==> config.mk <==
export PLATFORM = sky130hd
export DESIGN_NAME = seg_display_ctrl
export DESIGN_NICKNAME = d
export VERILOG_FILES = /design/src/rtl/seg_display_ctrl.sv
export SDC_FILE = /design/constraint.sdc
export NUM_CORES = 1
export LEC_CHECK = 0
export CAP_MARGIN = 20
export CORE_ASPECT_RATIO = 0.75
export CORE_MARGIN = 3
export CORE_UTILIZATION = 50
export CTS_BUF_LIST = sky130_fd_sc_hd__clkbuf_8
export CTS_CLUSTER_DIAMETER = 50
export DETAILED_ROUTE_END_ITERATION = 7
export GPL_ROUTABILITY_DRIVEN = 0
export PLACE_DENSITY = 0.75
export SLEW_MARGIN = 20
export SYNTH_ARGS = -nofsm -noshare
export SYNTH_HDL_FRONTEND = slang
export SYNTH_SLANG_ARGS = --single-unit
==> constraint.sdc <==
create_clock -name sys_clk -period 3.5 [get_ports sys_clk]
set_clock_uncertainty 0.15 [all_clocks]
set_input_delay 0.35 -clock sys_clk [delete_from_list [all_inputs] [get_ports sys_clk]]
set_output_delay 0.35 -clock sys_clk [all_outputs]
set_load 0.02 [all_outputs]
==> src/rtl/seg_display_ctrl.sv <==
// seg_display_ctrl
// Converts a binary value to BCD with a sequential double-dabble, one bit per
// cycle. It then scans up to 8 seven-segment digits with leading-zero blanking
// and an overflow indication. Each digit slot is serialised as one 16-bit
// frame {dp, gfedcba, sel} into a 74HC595 chain, MSB first.
//
// Ports:
//   sys_clk      sole clock
//   reset_n      asynchronous active-low reset
//   en           display enable; 0 sends blank frames (16'hFFFF)
//   value        binary value to display (DATA_W bits)
//   value_valid  value is offered this cycle
//   value_ready  converter idle, a value will be accepted
//   overflow     latched value needs more than DIGITS decimal digits
//   sh_cp        595 shift clock
//   st_cp        595 storage/latch clock
//   ds           595 serial data
module seg_display_ctrl #(
    parameter int DATA_W   = 32,
    parameter int DIGITS   = 8,
    parameter int SCAN_DIV = 50000,
    parameter int SCK_DIV  = 4,
    parameter int BLANK_LZ = 1
) (
    input  logic              sys_clk,
    input  logic              reset_n,
    input  logic              en,
    input  logic [DATA_W-1:0] value,
    input  logic              value_valid,
    output logic              value_ready,
    output logic              overflow,
    output logic              sh_cp,
    output logic              st_cp,
    output logic              ds
);
    localparam int BCD_W  = 4 * DIGITS;
    localparam int CNT_W  = $clog2(DATA_W + 1);
    localparam int SCAN_W = (SCAN_DIV > 1) ? $clog2(SCAN_DIV) : 1;
    localparam int SCK_W  = $clog2(SCK_DIV + 1);

    typedef enum logic [1:0] {IDLE, SHIFT, LATCH} conv_state_t;
    typedef enum logic [1:0] {SH_IDLE, SH_DATA, SH_LATCH_HI, SH_LATCH_LO} sh_state_t;

    // Add 3 to every nibble >= 5 before the shift (double-dabble correction).
    function automatic logic [BCD_W-1:0] dabble_adjust(input logic [BCD_W-1:0] b);
        logic [BCD_W-1:0] r;
        r = b;
        for (int i = 0; i < DIGITS; i++) begin
            if (b[4*i +: 4] >= 4'd5) r[4*i +: 4] = b[4*i +: 4] + 4'd3;
        end
        return r;
    endfunction

    // Active-low gfedcba; codes 10..15 cannot occur and map to blank.
    function automatic logic [6:0] seg7(input logic [3:0] d);
        case (d)
            4'd0:    return 7'b1000000;
            4'd1:    return 7'b1111001;
            4'd2:    return 7'b0100100;
            4'd3:    return 7'b0110000;
            4'd4:    return 7'b0011001;
            4'd5:    return 7'b0010010;
            4'd6:    return 7'b0000010;
            4'd7:    return 7'b1111000;
            4'd8:    return 7'b0000000;
            4'd9:    return 7'b0010000;
            default: return 7'b1111111;
        endcase
    endfunction

    // ---------------- converter ----------------
    conv_state_t      state, state_next;
    logic [CNT_W-1:0] shift_cnt;
    logic [DATA_W-1:0] bin_sr;
    logic [BCD_W-1:0] bcd, bcd_adj, disp_buf;
    logic             ovf;

    assign bcd_adj = dabble_adjust(bcd);

    always_comb begin
        state_next  = state;
        value_ready = 1'b0;
        case (state)
            IDLE: begin
                value_ready = 1'b1;
                if (value_valid) state_next = SHIFT;
            end
            SHIFT:   if (shift_cnt == CNT_W'(DATA_W - 1)) state_next = LATCH;
            LATCH:   state_next = IDLE;
            default: state_next = IDLE;
        endcase
    end

    always_ff @(posedge sys_clk or negedge reset_n) begin
        if (!reset_n) begin
            state     <= IDLE;
            shift_cnt <= '0;
            ovf       <= 1'b0;
            disp_buf  <= '0;
            overflow  <= 1'b0;
        end else begin
            state <= state_next;
            case (state)
                IDLE: if (value_valid) begin
                    shift_cnt <= '0;
                    ovf       <= 1'b0;
                end
                SHIFT: begin
                    shift_cnt <= shift_cnt + 1'b1;
                    // A 1 leaving the top nibble means the value needs another digit.
                    if (bcd_adj[BCD_W-1]) ovf <= 1'b1;
                end
                LATCH: begin
                    disp_buf <= bcd;
                    overflow <= ovf;
                end
                default: ;
            endcase
        end
    end

    always_ff @(posedge sys_clk) begin
        if (state == IDLE && value_valid) begin
            bin_sr <= value;
            bcd    <= '0;
        end else if (state == SHIFT) begin
            bcd    <= {bcd_adj[BCD_W-2:0], bin_sr[DATA_W-1]};
            bin_sr <= bin_sr << 1;
        end
    end

    // ---------------- scan and frame build ----------------
    logic [SCAN_W-1:0] scan_cnt;
    logic [2:0]        digit_idx;
    logic              pending, scan_tick, frame_start;
    logic [3:0]        cur_digit;
    logic              upper_nz;
    logic [6:0]        seg;
    logic [7:0]        sel;
    logic [15:0]       frame;
    sh_state_t         sh_state, sh_next;

    assign scan_tick   = (scan_cnt == SCAN_W'(SCAN_DIV - 1));
    assign frame_start = pending && (sh_state == SH_IDLE);

    always_ff @(posedge sys_clk or negedge reset_n) begin
        if (!reset_n) begin
            scan_cnt  <= '0;
            digit_idx <= '0;
            pending   <= 1'b1;
        end else begin
            if (scan_tick) begin
                scan_cnt  <= '0;
                digit_idx <= (digit_idx == 3'(DIGITS - 1)) ? 3'd0 : digit_idx + 3'd1;
            end else begin
                scan_cnt <= scan_cnt + 1'b1;
            end
            // Ticks during a busy frame collapse into one pending flag.
            pending <= scan_tick | (pending & ~frame_start);
        end
    end

    always_comb begin
        cur_digit = 4'd0;
        upper_nz  = 1'b0;
        for (int i = 0; i < DIGITS; i++) begin
            if (3'(i) == digit_idx) cur_digit = disp_buf[4*i +: 4];
            if (i >= int'(digit_idx) && disp_buf[4*i +: 4] != 4'd0) upper_nz = 1'b1;
        end
        if (overflow)                                        seg = 7'b0111111;
        else if (BLANK_LZ != 0 && digit_idx != 3'd0 && !upper_nz) seg = 7'b1111111;
        else                                                 seg = seg7(cur_digit);
        sel            = 8'hFF;
        sel[digit_idx] = 1'b0;
        frame          = en ? {1'b1, seg, sel} : 16'hFFFF;
    end

    // ---------------- 595 shifter ----------------
    logic [SCK_W-1:0] sck_cnt;
    logic             sck_end;
    logic [3:0]       bit_cnt;
    logic [15:0]      frame_sr;

    assign sck_end = (sck_cnt == SCK_W'(SCK_DIV - 1));

    always_comb begin
        sh_next = sh_state;
        case (sh_state)
            SH_IDLE:     if (frame_start) sh_next = SH_DATA;
            SH_DATA:     if (sck_end && sh_cp && bit_cnt == 4'd15) sh_next = SH_LATCH_HI;
            SH_LATCH_HI: if (sck_end) sh_next = SH_LATCH_LO;
            SH_LATCH_LO: if (sck_end) sh_next = SH_IDLE;
            default:     sh_next = SH_IDLE;
        endcase
    end

    always_ff @(posedge sys_clk or negedge reset_n) begin
        if (!reset_n) begin
            sh_state <= SH_IDLE;
            sck_cnt  <= '0;
            bit_cnt  <= '0;
            sh_cp    <= 1'b0;
            st_cp    <= 1'b0;
            ds       <= 1'b0;
        end else begin
            sh_state <= sh_next;
            sck_cnt  <= (sh_state == SH_IDLE || sck_end) ? '0 : sck_cnt + 1'b1;
            case (sh_state)
                SH_IDLE: if (frame_start) begin
                    ds      <= frame[15];
                    bit_cnt <= '0;
                    sh_cp   <= 1'b0;
                    st_cp   <= 1'b0;
                end
                SH_DATA: if (sck_end) begin
                    if (!sh_cp) begin
                        sh_cp <= 1'b1;
                    end else begin
                        // Falling edge: present the next bit, or start the latch pulse.
                        sh_cp <= 1'b0;
                        if (bit_cnt == 4'd15) begin
                            ds    <= 1'b0;
                            st_cp <= 1'b1;
                        end else begin
                            bit_cnt <= bit_cnt + 4'd1;
                            ds      <= frame_sr[14];
                        end
                    end
                end
                SH_LATCH_HI: if (sck_end) st_cp <= 1'b0;
                default: ;
            endcase
        end
    end

    // Frame is snapshotted at start so buffer/en changes never tear it.
    always_ff @(posedge sys_clk) begin
        if (frame_start) frame_sr <= frame;
        else if (sh_state == SH_DATA && sck_end && sh_cp) frame_sr <= {frame_sr[14:0], 1'b0};
    end
endmodule

# Word-level counts from Yosys, hierarchy flattened
# Memory sizes are Yosys's and may differ from the RTL's.
# Cells that the tools add are included.
# totals
reg_bits	153
latchBits	0
ram_bits	0
romBits	112
input_bits	36
wordCells	191
mem_count	1
# op_classes
n_addsub	13
multipliers	0
n_div	0
magnitude_cmp	17
n_eq_ne	28
shift	0
muxes	69
bitwise_logic	4
reduce_logical	42
# mem_list
name	depth	word_bits	read_ports	rd_ports_with_merged_regs	write_ports	line	text
(no name shown)	16	7	1	0	0	56	case (d)
# ops
cell	count
$mux 4	20
$mux 32	2
$mux 15	3
$add 4x2->4 const B	8
$ge 4x3->1 const B	8
$reduce_bool 4->1	8
$mux 1	23
$ne 2x2->1 const B	11
$add 16x1->16 const B	1
$eq 16x16->1 const B	1
$mux 16	1
$logic_and 1x1->1	15
$mux 7	2
$eq 3x3->1 const A	4
$mux 2	6
$pmux 6 s2	1
$ge 3x3->1 const A	3
$not 8->8	1
$pmux 2 s4	1
$pmux 4 s2	1
$reduce_and 4->1	2
$reduce_bool 2->1	4
$add 3x1->3 const B	2
$add 6x1->6 const B	1
31 further kinds	44

# Logic depth before layout (Yosys ltp)
# Gate-level depths: netlist (run 1).
# depth
word_depth	16
depth_mapped	13

# Worst setup path after synthesis (run 1)
# No wires, ideal clock.
# synth_path
path_type	register to register
from	register sh_state[1]
to	register frame_sr[0] (enable)
setup_time_ns	0.408
arrival_time_ns	2.151
t_required_ns	2.942
setup_slack_ns	0.791
path_stages_with_launch	6
n_path_buf	1
path_cell_list	dfrtp_1 > inv_1 > ha_1 > clkbuf_1 > inv_1 > o21ai_0
# synth_between
elab_chain_len	4
word_cells_on_any_way	6
cone_classes	eq/ne: 1; reduce/logical: 5
# synth_rtl
item	line	text
start, declared	141	sh_state_t sh_state, sh_next;
start signal, assigned	206	sh_state <= sh_next;
$eq 2x1->1	239	else if (sh_state == SH_DATA && sck_end && sh_cp) frame_sr <= {frame_sr[14:0], 1'b0};
$logic_and 1x1->1 (2 in series)	239	
$reduce_bool 2->1 (no source line) *	n/a	
end signal, assigned	238	if (frame_start) frame_sr <= frame;
end signal, assigned	239	
end, declared	182	logic [15:0] frame_sr;
# Mark *: on every way between the ends. The rest lies on a longest branch, timed or not.
# A chain may end at the register's enable or synchronous reset.

# Worst setup path in the final report (run 1)
# layout_path
from	register digit_idx[0]
to	register frame_sr[9], data pin
# layout_between
elab_chain_len	16
word_cells_on_any_way	46
cone_classes	order compare: 7; eq/ne: 7; mux: 20; reduce/logical: 11; memory: 1
# layout_rtl
item	line	text
start, declared	134	logic [2:0] digit_idx;
start signal, assigned	154	digit_idx <= (digit_idx == 3'(DIGITS - 1)) ? 3'd0 : digit_idx + 3'd1;
branches (longest 12 deep; another with $mem_v2 16x7)	n/a	
$mux 7 *	171	else if (BLANK_LZ != 0 && digit_idx != 3'd0 && !upper_nz) seg = 7'b1111111;
$mux 7 *	170	if (overflow) seg = 7'b0111111;
$mux 15 *	175	frame = en ? {1'b1, seg, sel} : 16'hFFFF;
$mux 15 *	238	
# Every way passes the cells marked *.

==> results of run 1 <==
## critical path, stage by stage, from the launching register on
cell,delay [ns]
dfrtp_1,0.54
inv_1,0.19
ha_1,0.45
inv_1,0.19
o21ai_0,0.18
nor4_1,0.09
a211oi_4,0.32
inv_1,0.08
ha_1,0.32
nor2b_1,0.14
o21bai_1,0.12
a21oi_1,0.08
## worst min path at each step
| stage | slack [ns] | start | depth (start not counted) | to |
|---|---|---|---|---|
| CTS | 0.29 | sck_cnt[0]$_DFF_PN0_ | 1 | sck_cnt[0]$_DFF_PN0_ |
| floorplan | -0.1 | reset_n | 0 | bit_cnt[0]$_DFFE_PN0P_ |
| global placement | 0.28 | bin_sr[31]$_DFFE_PP_ | 2 | bcd[0]$_SDFFE_PP0P_ |
| finish | 0.29 | sck_cnt[0]$_DFF_PN0_ | 1 | sck_cnt[0]$_DFF_PN0_ |
| global route | 0.30 | sck_cnt[0]$_DFF_PN0_ | 1 | sck_cnt[0]$_DFF_PN0_ |
| detailed placement | 0.28 | sck_cnt[0]$_DFF_PN0_ | 1 | sck_cnt[0]$_DFF_PN0_ |
## through the flow
step	instance area, µm²	utilization
2_1_floorplan	7522	-
4_1_cts	8454	0.5792
5_1_grt	8454	0.5792
3_3_place_gp	8066	0.5526
6_report	8454	0.5792
3_5_place_dp	8066	0.5526
## cells by family after synthesis
group | count (synthesis) | synth area share
compound gates | 173 | 0.1394
mux | 20 | 0.02977
xor+xnor | 31 | 0.03609
flops | 153 | 0.5191
buf+inv | 70 | 0.03875
fa+ha+maj | 31 | 0.05156
simple gates | 312 | 0.1853
## final cells by class
| class | instances | area [µm²] | share of cell area |
|---|---|---|---|
| Sequential cell | 153 | 3905 | 0.4619 |
| Clock buffer | 19 | 261.5 | 0.03093 |
| Tap cell | 200 | 250.2 | 0.02960 |
| Clock inverter | 13 | 116.4 | 0.01376 |
| Inverter | 31 | 116.4 | 0.01376 |
| Multi-Input combinational cell | 567 | 3329 | 0.3938 |
| Timing Repair Buffer | 50 | 475.5 | 0.05624 |
## where the power goes
group	internal, mW	switching, mW	total (mW)
Sequential	2.30	0.267	2.56
Combinational	0.503	0.683	1.19
Clock	0.604	0.682	1.29
Total	3.40	1.63	5.03
## synth_stat cells, types with 30 or more instances
| cell | n | area share |
|---|---|---|
| dfrtp_1 | 73 | 0.24 |
| nand2_1 | 147 | 0.073 |
| nand3_1 | 41 | 0.027 |
| a21oi_1 | 47 | 0.031 |
| dfxtp_1 | 32 | 0.085 |
| clkbuf_1 | 30 | 0.015 |
| inv_1 | 31 | 0.015 |
| ha_1 | 31 | 0.052 |
| nor2_1 | 63 | 0.031 |
| edfxtp_1 | 47 | 0.19 |
| o21ai_0 | 71 | 0.047 |
## registers in the layout, indices dropped and copies added, names as in the netlist, 2 cells and up
name       flops
bcd           32
bin_sr        32
bit_cnt        4
digit_idx      3
disp_buf      32
frame_sr      15
scan_cnt      16
sck_cnt        3
sh_state       2
shift_cnt      6
state          2
## layer usage
metal,share of wire,track usage,up-vias
met5,0,0,-
met2,0.42,0.2526,101
met4,0.0079,0.03786,0
met3,0.043,0.05125,8
li1,-,-,2811
met1,0.53,0.2761,2588
==> results.md, run 1 <==
* Status: finished clean
* Hold/Removal Path Class: flop to flop
* Nets@finish at 887
* Most frequent cells in the layout: nand2_1 (147), dfrtp_1 (73), o21ai_0 (70)
* Initial core utilization at 0.5153
* Drt wl/cell at 14.01 µm
* Commonest non-fill, non-tap cell in the layout: nand2_1
* CTS sink count at 153
* Setup crit end kind: flop
* Worst Hold Margin at 0.2883 ns
* WP data arrival at 3.15 ns
* Io pins at 41
* Routed wire length at 14470 µm
* Ant diodes at 0
* Final setup viols at 0
* Post-DP HPWL at 9868 µm
* Crit path launch: digit_idx[0]$_DFFE_PN0N_
* Largest net degree at the start of global routing at 75
* R2r endpoint: frame_sr[9]$_DFFE_PP_
* Drt drc at 0
* Core area at 0.01460 mm²
* Die Wd at 147.6 µm
* Worst Setup Path Type: flop to flop
* Initial antenna violation count at 0
* CTS tree: yes
* Setup Buffers After CTS at 0
* Antenna Nets Post-Route at 0
* Synth Register Bits at 153
* Vias at 5508
* Final Hold Viols at 0
* Gate Count Post-Synth at 790
* DP Worst Slack at 0.4508 ns
* CTS Hold Buffers Added at 1
* First-pass GRT wire length at 24210 µm
* Max Cap Viol at 0
* Die H at 112.2 µm
* Placed Cells incl. Taps at 1000
* Max Fanout on Critical Path at 13
* TritonCTS buffer count at 17
* Fin Setup TNS at 0 ns
* Avg Cell Area, Syn at 9.522 µm²
* Area Overhead vs Synth at 12.39%
* Post_cts resized at 0
* DRT Pass-1 Iters at 6
* Worst R2R Setup Slack at 0.38 ns
* Final min period at 3.121 ns
* Register area share after synthesis at 0.5191
* Reg2Reg Depth at 11
* Synth warn at 0
* Pwr Density at 595.5 mW/mm²
* Port Buffer Count at 40
* Slew headroom at 0.3112
* Worst r2r src: digit_idx[0]$_DFFE_PN0N_
* Final instance count without filler cells at 1033
* GRT Residual Overflow at 0
* Root Driver: clkbuf_8
* Worst vdd ir at 0.3243 mV
* Vias in the first global route at 4972
* Critical Path Source Type: flop
* Routed vias/inst at 5.332
* Clk buf depth at 2
* FP Rows at 38
* Setup ws final at 0.3793 ns
* Syn Nets at 857
* Number of synthesized flops with an enable pin at 47
* PnR Total Power at 5.035 mW
* Leak at 3.551 nW
* Total track usage at 0.1793
* Main flop type after synthesis: dfrtp_1
* Synth unique cells at 62
* Max Clock Freq at 0.3204 GHz
* Unrepaired setup endpoints after global routing: no
* Die ar. at 0.01657 mm²
* H-tree depth at 4
* # fillers at 1240
* Worst skew pair latency at 0.46 ns
* Measured slew at the worst slew-check pin at 1.033 ns
* Post-Syn Area at 0.007522 mm²
* Period utilization at 0.8916
* Slew Limit Fails at 0
* Worst setup path end: frame_sr[9]$_DFFE_PP_
* Share of cells above drive strength 1 at 0.08523
* Initial DRC Count at 447
* Worst-path clk slew at 0.08 ns
* Worst EP required at 3.53 ns
* Synth async-reset ratio at 0.4837
Note: power is estimated with default switching activity, not from simulation.
==> inputs of run 2 (changes only) <==
--- a/config.mk
+++ b/config.mk
@@ -11,9 +11,10 @@
 export CORE_UTILIZATION = 50
 export CTS_BUF_LIST = sky130_fd_sc_hd__clkbuf_8
 export CTS_CLUSTER_DIAMETER = 50
+export CTS_CLUSTER_SIZE = 20
 export DETAILED_ROUTE_END_ITERATION = 7
 export GPL_ROUTABILITY_DRIVEN = 0
-export PLACE_DENSITY = 0.75
+export PLACE_DENSITY = 0.7
 export SLEW_MARGIN = 20
 export SYNTH_ARGS = -nofsm -noshare
 export SYNTH_HDL_FRONTEND = slang
==> run 2 against run 1 <==
Clock power increased by 5%. Via count is 3.1% higher. Final cell count hardly changed.
==> results.md, run 2 (synthesis results as in run 1) <==
* Status: finished clean (unchanged)
* CP peak stage delay at 0.55 ns (was 0.54 ns)
* Post-DP HPWL at 10820 µm (was 9868 µm)
* Routing usage on met1 at 0.2752 (was 0.2761)
* Antenna Nets Post-Route at 0 (unchanged)
* Clk buf depth at 2 (unchanged)
* Root Driver: clkbuf_8 (unchanged)
* Core area at 0.01460 mm² (unchanged)
* Setup Buffers After CTS at 0 (unchanged)
* Measured slew at the worst slew-check pin at 0.6275 ns (was 1.033 ns)
* Die ar. at 0.01657 mm² (unchanged)
* GRT Residual Overflow at 0 (unchanged)
* Routed vias/inst at 5.491 (was 5.332)
* # fillers at 1278 (was 1240)
* Initial core utilization at 0.5153 (unchanged)
* Worst r2r src: digit_idx[0]$_DFFE_PN0N_ (unchanged)
* Max Clock Freq at 0.3118 GHz (was 0.3204 GHz)
* CTS sink count at 153 (unchanged)
* Finished layout cell area at 0.008483 mm² (was 0.008454 mm²)
* Most used cell, CP: inv_1 (unchanged)
* CP max-delay cell: dfrtp_1 (unchanged)
* Worst EP required at 3.54 ns (was 3.53 ns)
* Hold/Removal Path Class: input port to async pin (was flop to flop)
* Worst-path clk slew at 0.07 ns (was 0.08 ns)
* Max Fanout on Critical Path at 13 (unchanged)
* Grt peak-use layer: met2 (was met1)
* Worst vdd ir at 0.3889 mV (was 0.3243 mV)
* Commonest non-fill, non-tap cell in the layout: nand2_1 (unchanged)
* Area after DPL at 0.008078 mm² (was 0.008066 mm²)
* Post_cts resized at 0 (unchanged)
* Vias in the first global route at 5434 (was 4972)
* Drt drc at 0 (unchanged)
* Max Cap Viol at 0 (unchanged)
* Initial antenna violation count at 0 (unchanged)
* CTS Hold Buffers Added at 1 (unchanged)
* DRT Pass-1 Iters at 5 (was 6)
* Unrepaired setup endpoints after global routing: no (unchanged)
* Top delay family on crit path: adder cells (unchanged)
* Worst path cell trace: inv_1 > ha_1 > inv_1 > o21ai_0 > nor4_1 > a211oi_4 > inv_1 > ha_1 > nor2b_1 > o21bai_1 > a21oi_1 (unchanged)
* Total track usage at 0.1963 (was 0.1793)
* First-pass GRT wire length at 26330 µm (was 24210 µm)
* Routed wire length at 15630 µm (was 14470 µm)
* Initial DRC Count at 416 (was 447)
* Slew Limit Fails at 0 (unchanged)
* Port Buffer Count at 40 (unchanged)
* Nets@finish at 888 (was 887)
* Area Overhead vs Synth at 12.77% (was 12.39%)
* PnR Total Power at 5.130 mW (was 5.035 mW)
* FP Rows at 38 (unchanged)
* Die Wd at 147.6 µm (unchanged)
* Worst Setup Path Type: flop to flop (unchanged)
* Worst skew pair latency at 0.47 ns (was 0.46 ns)
* Die H at 112.2 µm (unchanged)
* WP data arrival at 3.24 ns (was 3.15 ns)
* Ant diodes at 0 (unchanged)
* TritonCTS buffer count at 17 (unchanged)
* Final min period at 3.208 ns (was 3.121 ns)
* H-tree depth at 4 (unchanged)
* Largest net degree at the start of global routing at 63 (was 75)
* Pwr Density at 604.8 mW/mm² (was 595.5 mW/mm²)
* Critical Path Source Type: flop (unchanged)
* Met2 Use GR at 0.2911 (was 0.2526)
* Grt met3 use at 0.06094 (was 0.05125)
* Regs by FF count: bcd: 32 flops, bin_sr: 32 flops, disp_buf: 32 flops (unchanged)
* Final Hold Viols at 0 (unchanged)
* Drt wl/cell at 15.11 µm (was 14.01 µm)
* CTS tree: yes (unchanged)
* CP bufs+invs at 3 (unchanged)
* Io pins at 41 (unchanged)
* Vias at 5678 (was 5508)
* Slew headroom at 0.5807 (was 0.3112)
* Fin Setup TNS at 0 ns (unchanged)
* Leak at 3.582 nW (was 3.551 nW)
* Share of cells above drive strength 1 at 0.08034 (was 0.08523)
* Most frequent cells in the layout: nand2_1 (147), dfrtp_1 (73), o21ai_0 (70) (unchanged)
* Setup crit end kind: flop (unchanged)
* Final setup viols at 0 (unchanged)
* Period utilization at 0.9165 (was 0.8916)
* Crit path launch: digit_idx[0]$_DFFE_PN0N_ (unchanged)
==> run 2: changes by cell type in the layout (fill, tap and decap cells not counted), sizes merged <==
cell      change
clkbuf        -1
clkinv        +5
inv           -3
buf           +1
bufinv        +2
clkinvlp      -3
==> run 2: worst paths after layout <==
check,end,slack [ns],cells after the start
max,frame_sr[9]$_DFFE_PP_,0.29,11
min,scan_cnt[13]$_DFF_PN0_,0.20,2
max reg2reg,frame_sr[9]$_DFFE_PP_,0.29,11
min reg2reg,sck_cnt[0]$_DFF_PN0_,0.29,1
max in group asynchronous,pending$_DFF_PN1_,2.24,3
min in group sys_clk,sck_cnt[0]$_DFF_PN0_,0.29,1
==> run 2: power by group <==
group | switching, mW | total (mW) | internal, mW
clock network | 0.642 | 1.35 | 0.705
logic | 0.706 | 1.21 | 0.507
registers | 0.273 | 2.57 | 2.30
==> run 2: stage by stage <==
step | instances | hold slack, ns | util | worst slack [ns]
3_3_place_gp | 1000 | 0.1388 | 0.5524 | 0.5800
6_report | 1034 | 0.2049 | 0.5812 | 0.2923
2_1_floorplan | 790 | -0.09559 | - | 0.7909
5_1_grt | 1034 | 0.2093 | 0.5812 | 0.03544
4_1_cts | 1034 | 0.1955 | 0.5808 | 0.3331
3_5_place_dp | 1001 | 0.1471 | 0.5534 | 0.3574
==> run 2: layout make-up <==
type / instances / area, µm² / share of cell area
Tap cell: 200 / 250.2 / 0.02950
Timing Repair Buffer: 51 / 488.0 / 0.05752
Inverter: 31 / 116.4 / 0.01372
Sequential cell: 153 / 3905 / 0.4603
Clock buffer: 18 / 247.7 / 0.02920
Multi-Input combinational cell: 567 / 3333 / 0.3929
Clock inverter: 14 / 142.6 / 0.01681
==> run 2: layer usage <==
| metal | share of wire | vias up |
|---|---|---|
| li1 | - | 2804 |
| met1 | 0.48 | 2732 |
| met2 | 0.45 | 118 |
| met3 | 0.050 | 24 |
| met4 | 0.017 | 0 |
| met5 | 0 | - |
==> inputs of run 3 (changes only) <==
--- a/config.mk
+++ b/config.mk
@@ -9,7 +9,7 @@
 export CORE_ASPECT_RATIO = 0.75
 export CORE_MARGIN = 3
 export CORE_UTILIZATION = 50
-export CTS_BUF_LIST = sky130_fd_sc_hd__clkbuf_8
+export CTS_BUF_LIST = sky130_fd_sc_hd__clkbuf_16
 export CTS_CLUSTER_DIAMETER = 50
 export CTS_CLUSTER_SIZE = 20
 export DETAILED_ROUTE_END_ITERATION = 7
==> run 3 against run 2 <==
Cell area increased by 2.1%. Maximum frequency increased by 0.24%. Highest routed layer unchanged. First-iteration DRC count decreased by 9.4%. Global-route usage increased by 0.11 points. Sequential cell count unchanged. Utilization increased by 1.2 points. Register-to-register slack about the same. Total power increased by 8.3%.
==> results.md, run 3 (synthesis results as in run 1) <==
* Status: finished clean (unchanged)
* Root Driver: clkbuf_16 (was clkbuf_8)
* Combinational group share of total power at 0.220 (was 0.237)
* Storage cell area at 0.003905 mm² (unchanged)
* TritonCTS buffer count at 17 (unchanged)
* Worst Hold Margin at 0.2409 ns (was 0.2049 ns)
* Pwr Density at 641.6 mW/mm² (was 604.8 mW/mm²)
* Initial antenna violation count at 0 (unchanged)
* Die ar. at 0.01657 mm² (unchanged)
* Regs by FF count: bcd: 32 flops, bin_sr: 32 flops, disp_buf: 32 flops (unchanged)
* First-pass GRT wire length at 26510 µm (was 26330 µm)
* Drt drc at 0 (unchanged)
* CP max-delay cell: dfrtp_1 (unchanged)
* Ant diodes at 0 (unchanged)
* Worst-path clk slew at 0.06 ns (was 0.07 ns)
* Vias in the first global route at 5464 (was 5434)
* Share of cells above drive strength 1 at 0.07914 (was 0.08034)
* CTS tree: yes (unchanged)
* Setup Buffers After CTS at 0 (unchanged)
* Initial core utilization at 0.5153 (unchanged)
* Net Sw Frac at 0.3021 (was 0.3159)
* Io pins at 41 (unchanged)
* Worst EP required at 3.50 ns (was 3.54 ns)
* Final instance count without filler cells at 1034 (unchanged)
* Die H at 112.2 µm (unchanged)
* Core Util, Final at 0.5933 (was 0.5812)
* Placed Cells incl. Taps at 1001 (unchanged)
* Measured slew at the worst slew-check pin at 0.6244 ns (was 0.6275 ns)
* Final min period at 3.200 ns (was 3.208 ns)
* Reg2Reg Depth at 11 (unchanged)
* Initial DRC Count at 377 (was 416)
* WP data arrival at 3.20 ns (was 3.24 ns)
* CTS sink count at 153 (unchanged)
* Worst path cell trace: inv_1 > ha_1 > inv_1 > o21ai_0 > nor4_1 > a211oi_4 > inv_1 > ha_1 > nor2b_1 > o21bai_1 > a21oi_1 (unchanged)
* Worst skew pair latency at 0.42 ns (was 0.47 ns)
* Finished layout cell area at 0.008660 mm² (was 0.008483 mm²)
* Internal at 3.878 mW (was 3.509 mW)
* Clock power frac at 0.317 (was 0.263)
* Post-DP HPWL at 10820 µm (unchanged)
* Final Hold Viols at 0 (unchanged)
* CP Depth at 11 (unchanged)
* Psw at 1.679 mW (was 1.621 mW)
* # fillers at 1255 (was 1278)
* DRT Pass-1 Iters at 6 (was 5)
* H-tree depth at 4 (unchanged)
* GRT Residual Overflow at 0 (unchanged)
* Period utilization at 0.9143 (was 0.9165)
* Drt wl/cell at 15.26 µm (was 15.11 µm)
* Total track usage at 0.1974 (was 0.1963)
* Slew Limit Fails at 0 (unchanged)
* Routed wire length at 15780 µm (was 15630 µm)
* Clk buf depth at 2 (unchanged)
* Most used cell, CP: inv_1 (unchanged)
* Vias at 5714 (was 5678)
* Critical Path Source Type: flop (unchanged)
* Area Overhead vs Synth at 15.12% (was 12.77%)
* Core area at 0.01460 mm² (unchanged)
* Multi-input gate area at 0.003333 mm² (unchanged)
* Die Wd at 147.6 µm (unchanged)
* Final setup viols at 0 (unchanged)
* Routed vias/inst at 5.526 (was 5.491)
* Setup crit end kind: flop (unchanged)
* FP Rows at 38 (unchanged)
* Max Fanout on Critical Path at 13 (unchanged)
* Most frequent cells in the layout: nand2_1 (147), dfrtp_1 (73), o21ai_0 (70) (unchanged)
* Port Buffer Count at 40 (unchanged)
* Sequential share of power at 0.463 (was 0.501)
* Antenna Nets Post-Route at 0 (unchanged)
* Unrepaired setup endpoints after global routing: no (unchanged)
* Worst Setup Path Type: flop to flop (unchanged)
* Nets@finish at 888 (unchanged)
* Worst vdd ir at 0.4623 mV (was 0.3889 mV)
* Commonest non-fill, non-tap cell in the layout: nand2_1 (unchanged)
* Post_cts resized at 0 (unchanged)
* Largest net degree at the start of global routing at 63 (unchanged)
* Leak at 3.661 nW (was 3.582 nW)
* Max Cap Viol at 0 (unchanged)
* Slew headroom at 0.5828 (was 0.5807)
* Top delay family on crit path: adder cells (unchanged)
* Hold/Removal Path Class: input port to async pin (unchanged)
* Max Clock Freq at 0.3125 GHz (was 0.3118 GHz)
* Fin Setup TNS at 0 ns (unchanged)
* Area after DPL at 0.008078 mm² (unchanged)
* CP bufs+invs at 3 (unchanged)
* CP peak stage delay at 0.54 ns (was 0.55 ns)
-- run 3: power groups by stage --
stage          Combinational, mW  Sequential, mW  Clock (mW)
2_1_floorplan              0.926            2.52           0
3_3_place_gp                1.12            2.58           0
3_5_place_dp                1.22            2.60           0
4_1_cts                     1.23            2.57        1.80
5_1_grt                     1.41            2.63        1.88
6_report                    1.22            2.57        1.76
-- run 3: timing repair --
action,in CTS,in global routing
endpoints found under the hold margin,16,0
endpoints found under the setup margin,0,0
hold buffers,1,0
-- run 3: area by class of cell --
type                            instances  share of cell area
Clock buffer                           18             0.05202
Multi-Input combinational cell        567              0.3849
Clock inverter                         14             0.01344
Sequential cell                       153              0.4509
Timing Repair Buffer                   51             0.05635
Tap cell                              200             0.02890
Inverter                               31             0.01344
-- run 3: path summary, 6_finish.rpt --
check                                         start                     end  slack, ns
setup / recovery           digit_idx[0]$_DFFE_PN0N_   frame_sr[9]$_DFFE_PP_       0.30
hold / removal                              reset_n  scan_cnt[13]$_DFF_PN0_       0.24
setup reg to reg           digit_idx[0]$_DFFE_PN0N_   frame_sr[9]$_DFFE_PP_       0.30
hold reg to reg                sck_cnt[0]$_DFF_PN0_    sck_cnt[0]$_DFF_PN0_       0.29
max in group asynchronous                   reset_n       pending$_DFF_PN1_       2.20
min in group sys_clk           sck_cnt[0]$_DFF_PN0_    sck_cnt[0]$_DFF_PN0_       0.29
-- run 3: routing by layer --
metal	GRT usage	share of wire	wire length (µm)	up-vias
met3	0.06094	0.049	780	20
met4	0.06704	0.015	232	0
li1	-	-	-	2815
met5	0	0	0	-
met1	0.2711	0.48	7527	2750
met2	0.2999	0.46	7235	129
-- run 3: stage by stage --
| stage | setup WS, ns | total power [mW] |
|---|---|---|
| floorplan | 0.7909 | 3.445 |
| global placement | 0.5800 | 3.702 |
| detailed placement | 0.3574 | 3.818 |
| CTS | 0.3221 | 5.603 |
| global route | 0.02393 | 5.915 |
| finish | 0.3001 | 5.556 |
==> variant 1: new RTL, config.mk and constraints of run 3 <==
The parameter `SCAN_DIV` goes from 50000 to 25000.
--- a/src/rtl/seg_display_ctrl.sv
+++ b/src/rtl/seg_display_ctrl.sv
@@ -19,5 +19,5 @@
     parameter int DATA_W   = 32,
     parameter int DIGITS   = 8,
-    parameter int SCAN_DIV = 50000,
+    parameter int SCAN_DIV = 25000,
     parameter int SCK_DIV  = 4,
     parameter int BLANK_LZ = 1
Behaviour: same outputs for any inputs over 10 cycles, from zero or initial values and one cycle with reset_n low; that may be too few to reach the edited logic, so the function may still have changed.
==> variant 1 against run 3 <==
- cell area is 0.17% higher
- synthesized area is 0.93% higher
- setup slack worse by 0.042 ns
- total power is 6.1% lower
- non-clock buffer count is 1 higher
- critical path depth is 3 lower
- sequential cell count is 1 lower
- routed wire length is 2.1% higher
- core utilization is 0.090 points lower
- critical path type unchanged
==> variant 1: results (changes against run 3) <==
* Vias/cell at 5.58 (+0.89%)
* Switching pwr at 1.56 mW (-7.0%)
* Die span in x at 148 µm (+0.45%)
* Repair and plain buffers at 52 (+2.0%)
* Final net count at 892 (+0.45%)
* Metal2 WL at 7.24 mm (+0.12%)
* WHS at 0.287 ns (+0.0462 ns)
* Layout cells sized above 1 at 0.0835 (+0.00440)
* Gr usage total at 0.207 (+0.00915)
* Area contributors post-synth: dfrtp_1 24%, edfxtp_1 19%, dfxtp_1 8.4%
* Status: completed
* Peak VDD IR at 0.480 mV (+3.9%)
* First-pass GRT wire length at 27.9 mm (+5.1%)
* Vias in the first global route at 5,775 (+5.7%)
* Syn nets at 859 (+0.23%)
* PD cells at 602 nW/µm² (-6.2%)
* Pleak at 3.67 nW (+0.22%)
* Worst-Margin Slew at 1.02 ns (+0.396 ns)
* Seq cells at 152 (-0.65%)
* Average size of a mapped cell at 9.59 µm² (+0.68%)
* Storage element area at 3880 µm² (-0.64%)
* Synth cell types at 77 (+24%)
* Clock power share at 0.309 (-0.008)
* Final worst path period need at 3.24 ns (+0.0415 ns)
* Crit path to: frame_sr[11]$_DFFE_PP_
* # fillers at 1,271 (+1.3%)
* FFs w/ async S/R, synth at 0.480 (-0.00340)
* Share of the yosys chip area belonging to registers at 0.511 (-0.00809)
* Switching share of power at 0.299 (-0.00297)
* Clock buffers at 17 (-1)
* Inverter count at 34 (+9.7%)
* Routed length per instance at 15.5 µm (+1.7%)
* Drt pass-1 iters at 5 (-1)
* Largest net degree at the start of global routing at 61 (-3.2%)
* HP Class: flop to flop
* Post-Route WL at 16.1 mm (+2.1%)
* Post-synth top cells: 157 x nand2_1, 74 x o21ai_0, 72 x dfrtp_1
* Metal3 WL at 866 µm (+11%)
* M1 wire length at 7.73 mm (+2.7%)
* Worst R2R Path Depth at 8 (-3)
* R2R setup slack at 0.26 ns (-0.04 ns)
* Dpl cell area at 8150 µm² (+0.93%)
* Data buffer area share at 0.0563 (-0.0000975)
* #MultiIn Comb at 568 (+0.18%)
## variant 1: cell count changes in the layout (fill, tap and decap cells not counted), sizes merged, moves of 4 or more
| cell | delta |
|---|---|
| nor2 | -12 |
| nand2 | +9 |
| inv | +8 |
| xor2 | -6 |
| nand2b | +4 |
| nor4 | -4 |
## variant 1: logic make-up (layout without fill, tap and decap cells)
family | count (synthesis) | after routing | share of synthesized area
buf+inv | 72 | 118 | 0.0392
simple gates | 312 | 312 | 0.189
fa+ha+maj | 31 | 31 | 0.0511
compound gates | 174 | 174 | 0.143
mux | 23 | 23 | 0.0341
xor+xnor | 28 | 28 | 0.0323
flops | 152 | 152 | 0.511
## variant 1: worst min path at each step
stage                               startpoint                endpoint  cells past startpoint
after floorplan                        reset_n  bit_cnt[0]$_DFFE_PN0P_                      0
after global placement    sck_cnt[0]$_DFF_PN0_    sck_cnt[0]$_DFF_PN0_                      1
after detailed placement  sck_cnt[0]$_DFF_PN0_    sck_cnt[0]$_DFF_PN0_                      1
after CTS                 sck_cnt[0]$_DFF_PN0_    sck_cnt[0]$_DFF_PN0_                      1
after global routing      sck_cnt[0]$_DFF_PN0_    sck_cnt[0]$_DFF_PN0_                      1
final                     sck_cnt[0]$_DFF_PN0_    sck_cnt[0]$_DFF_PN0_                      1
## variant 1: routing by layer
| layer | vias up | global-route usage |
|---|---|---|
| met5 | - | 0 |
| met2 | 154 | 0.314 |
| met3 | 25 | 0.0480 |
| li1 | 2828 | - |
| met1 | 2780 | 0.292 |
| met4 | 0 | 0.0751 |
## variant 1: critical path, stage by stage, from the launching register on
cell and delay (ns):
dfrtp_1 0.60, ha_1 0.50, inv_1 0.27, a41oi_1 0.27
o21ai_1 0.12, o221ai_2 0.33, nor2b_4 0.25, mux2_1 0.34
o22a_1 0.15
==> variant 2: new RTL, config.mk and constraints of run 3 <==
Without the edit above. Make the reset (`reset_n`) synchronous in 3 clocked blocks. Comments in the files are not updated.
--- a/src/rtl/seg_display_ctrl.sv
+++ b/src/rtl/seg_display_ctrl.sv
@@ -92,5 +92,5 @@
     end
 
-    always_ff @(posedge sys_clk or negedge reset_n) begin
+    always_ff @(posedge sys_clk) begin
         if (!reset_n) begin
             state     <= IDLE;
@@ -144,5 +144,5 @@
     assign frame_start = pending && (sh_state == SH_IDLE);
 
-    always_ff @(posedge sys_clk or negedge reset_n) begin
+    always_ff @(posedge sys_clk) begin
         if (!reset_n) begin
             scan_cnt  <= '0;
@@ -195,5 +195,5 @@
     end
 
-    always_ff @(posedge sys_clk or negedge reset_n) begin
+    always_ff @(posedge sys_clk) begin
         if (!reset_n) begin
             sh_state <= SH_IDLE;
Behaviour: differs if reset_n is asserted again (counterexample within 4 cycles, from zero or initial values and one cycle with reset_n low); with reset_n held inactive, the same outputs for 10 cycles.
==> variant 2 against run 3 <==
- combinational power fell by 42%
- sequential cell count did not move
- critical path type unchanged
- total power fell by 15%
- synthesized area fell by 1.1%
- setup slack improved by 0.17 ns
- global-route usage rose by 0.070 points
- count of clock-buffer cells in the layout fell by 1
- cell area fell by 1.0%
- core utilization rose by 1.4 points
- routed wire length rose by 0.75%
==> variant 2: results (changes against run 3) <==
* Status: completed
* Crit-path max FO at 16 (+3)
* Switching share of power at 0.258 (-0.0441)
* Dpl cell area at 7960 µm² (-1.5%)
* FFs w/ async S/R, synth at 0 (-0.484)
* Reg2Reg Capture Point: frame_sr[13]$_DFFE_PP_
* XOR/XNOR Fraction of Synth Area at 0.0353 (-0.000788)
* Drt pass-1 iters at 5 (-1)
* Layout cells sized above 1 at 0.0594 (-0.0197)
* Family with the most delay on the worst path: compound AO/OA/AOI/OAI gates
* R2R setup slack at 0.47 ns (+0.17 ns)
* Crit path largest cell delay at 0.57 ns (+0.03 ns)
* Largest net degree at the start of global routing at 49 (-22%)
* Peak VDD IR at 0.336 mV (-27%)
* DP HPWL at 11.1 mm (+2.3%)
* Routed length per instance at 14.4 µm (-5.6%)
* Critical path launch point: digit_idx[1]$_SDFFE_PN0P_
* Area contributors post-synth: dfxtp_1 29%, edfxtp_1 19%, nand2_1 9.9%
* Synth Instances at 873 (+11%)
* Worst slack at placement at 0.576 ns (+0.218 ns)
* Via Count at 6,064 (+6.1%)
* Gr usage total at 0.198 (+0.000701)
* Post-synthesis mux area share at 0.00824 (-0.0215)
* Worst R2R Path Depth at 9 (-2)
* Syn nets at 940 (+9.7%)
* P_int at 3.53 mW (-9.1%)
* Final net count at 963 (+8.4%)
* Share of the yosys chip area belonging to registers at 0.475 (-0.0443)
* HP Class: flop to flop
* WHS at 0.267 ns (+0.0264 ns)
* Finished Layout Cells at 1,104 (+6.8%)
* Synth Area in Adders at 0.0521 (+0.000555)
* First-pass GRT wire length at 27.1 mm (+2.3%)
variant 2: per-layer routing:
layer / global-route usage / share of wire / vias up / routed length [µm]
li1: - / - / 3043 / -
met1: 0.262 / 0.47 / 2868 / 7530
met2: 0.322 / 0.47 / 132 / 7480
met3: 0.0529 / 0.045 / 21 / 721
met4: 0.0551 / 0.010 / 0 / 165
met5: 0 / 0 / - / 0
variant 2: cell families (layout without fill, tap and decap cells):
kind of cell             Yosys count  count (layout)
XOR/XNOR                          30              30
adder cells (fa/ha/maj)           31              31
AND/OR/NAND/NOR                  395             395
buffers and inverters             76             112
multiplexers                       6               6
flip-flops                       153             153
AO/OA/AOI/OAI                    182             182
variant 2: cell type report:
| cell class | count | area (µm²) |
|---|---|---|
| well taps | 195 | 244 |
| clock inverters | 15 | 184 |
| fillers | 1185 | 5550 |
| repair buffers | 51 | 483 |
| inverters | 29 | 109 |
| flip-flops and latches | 153 | 3530 |
| multi-input cells | 644 | 3590 |
| clock buffers | 17 | 425 |
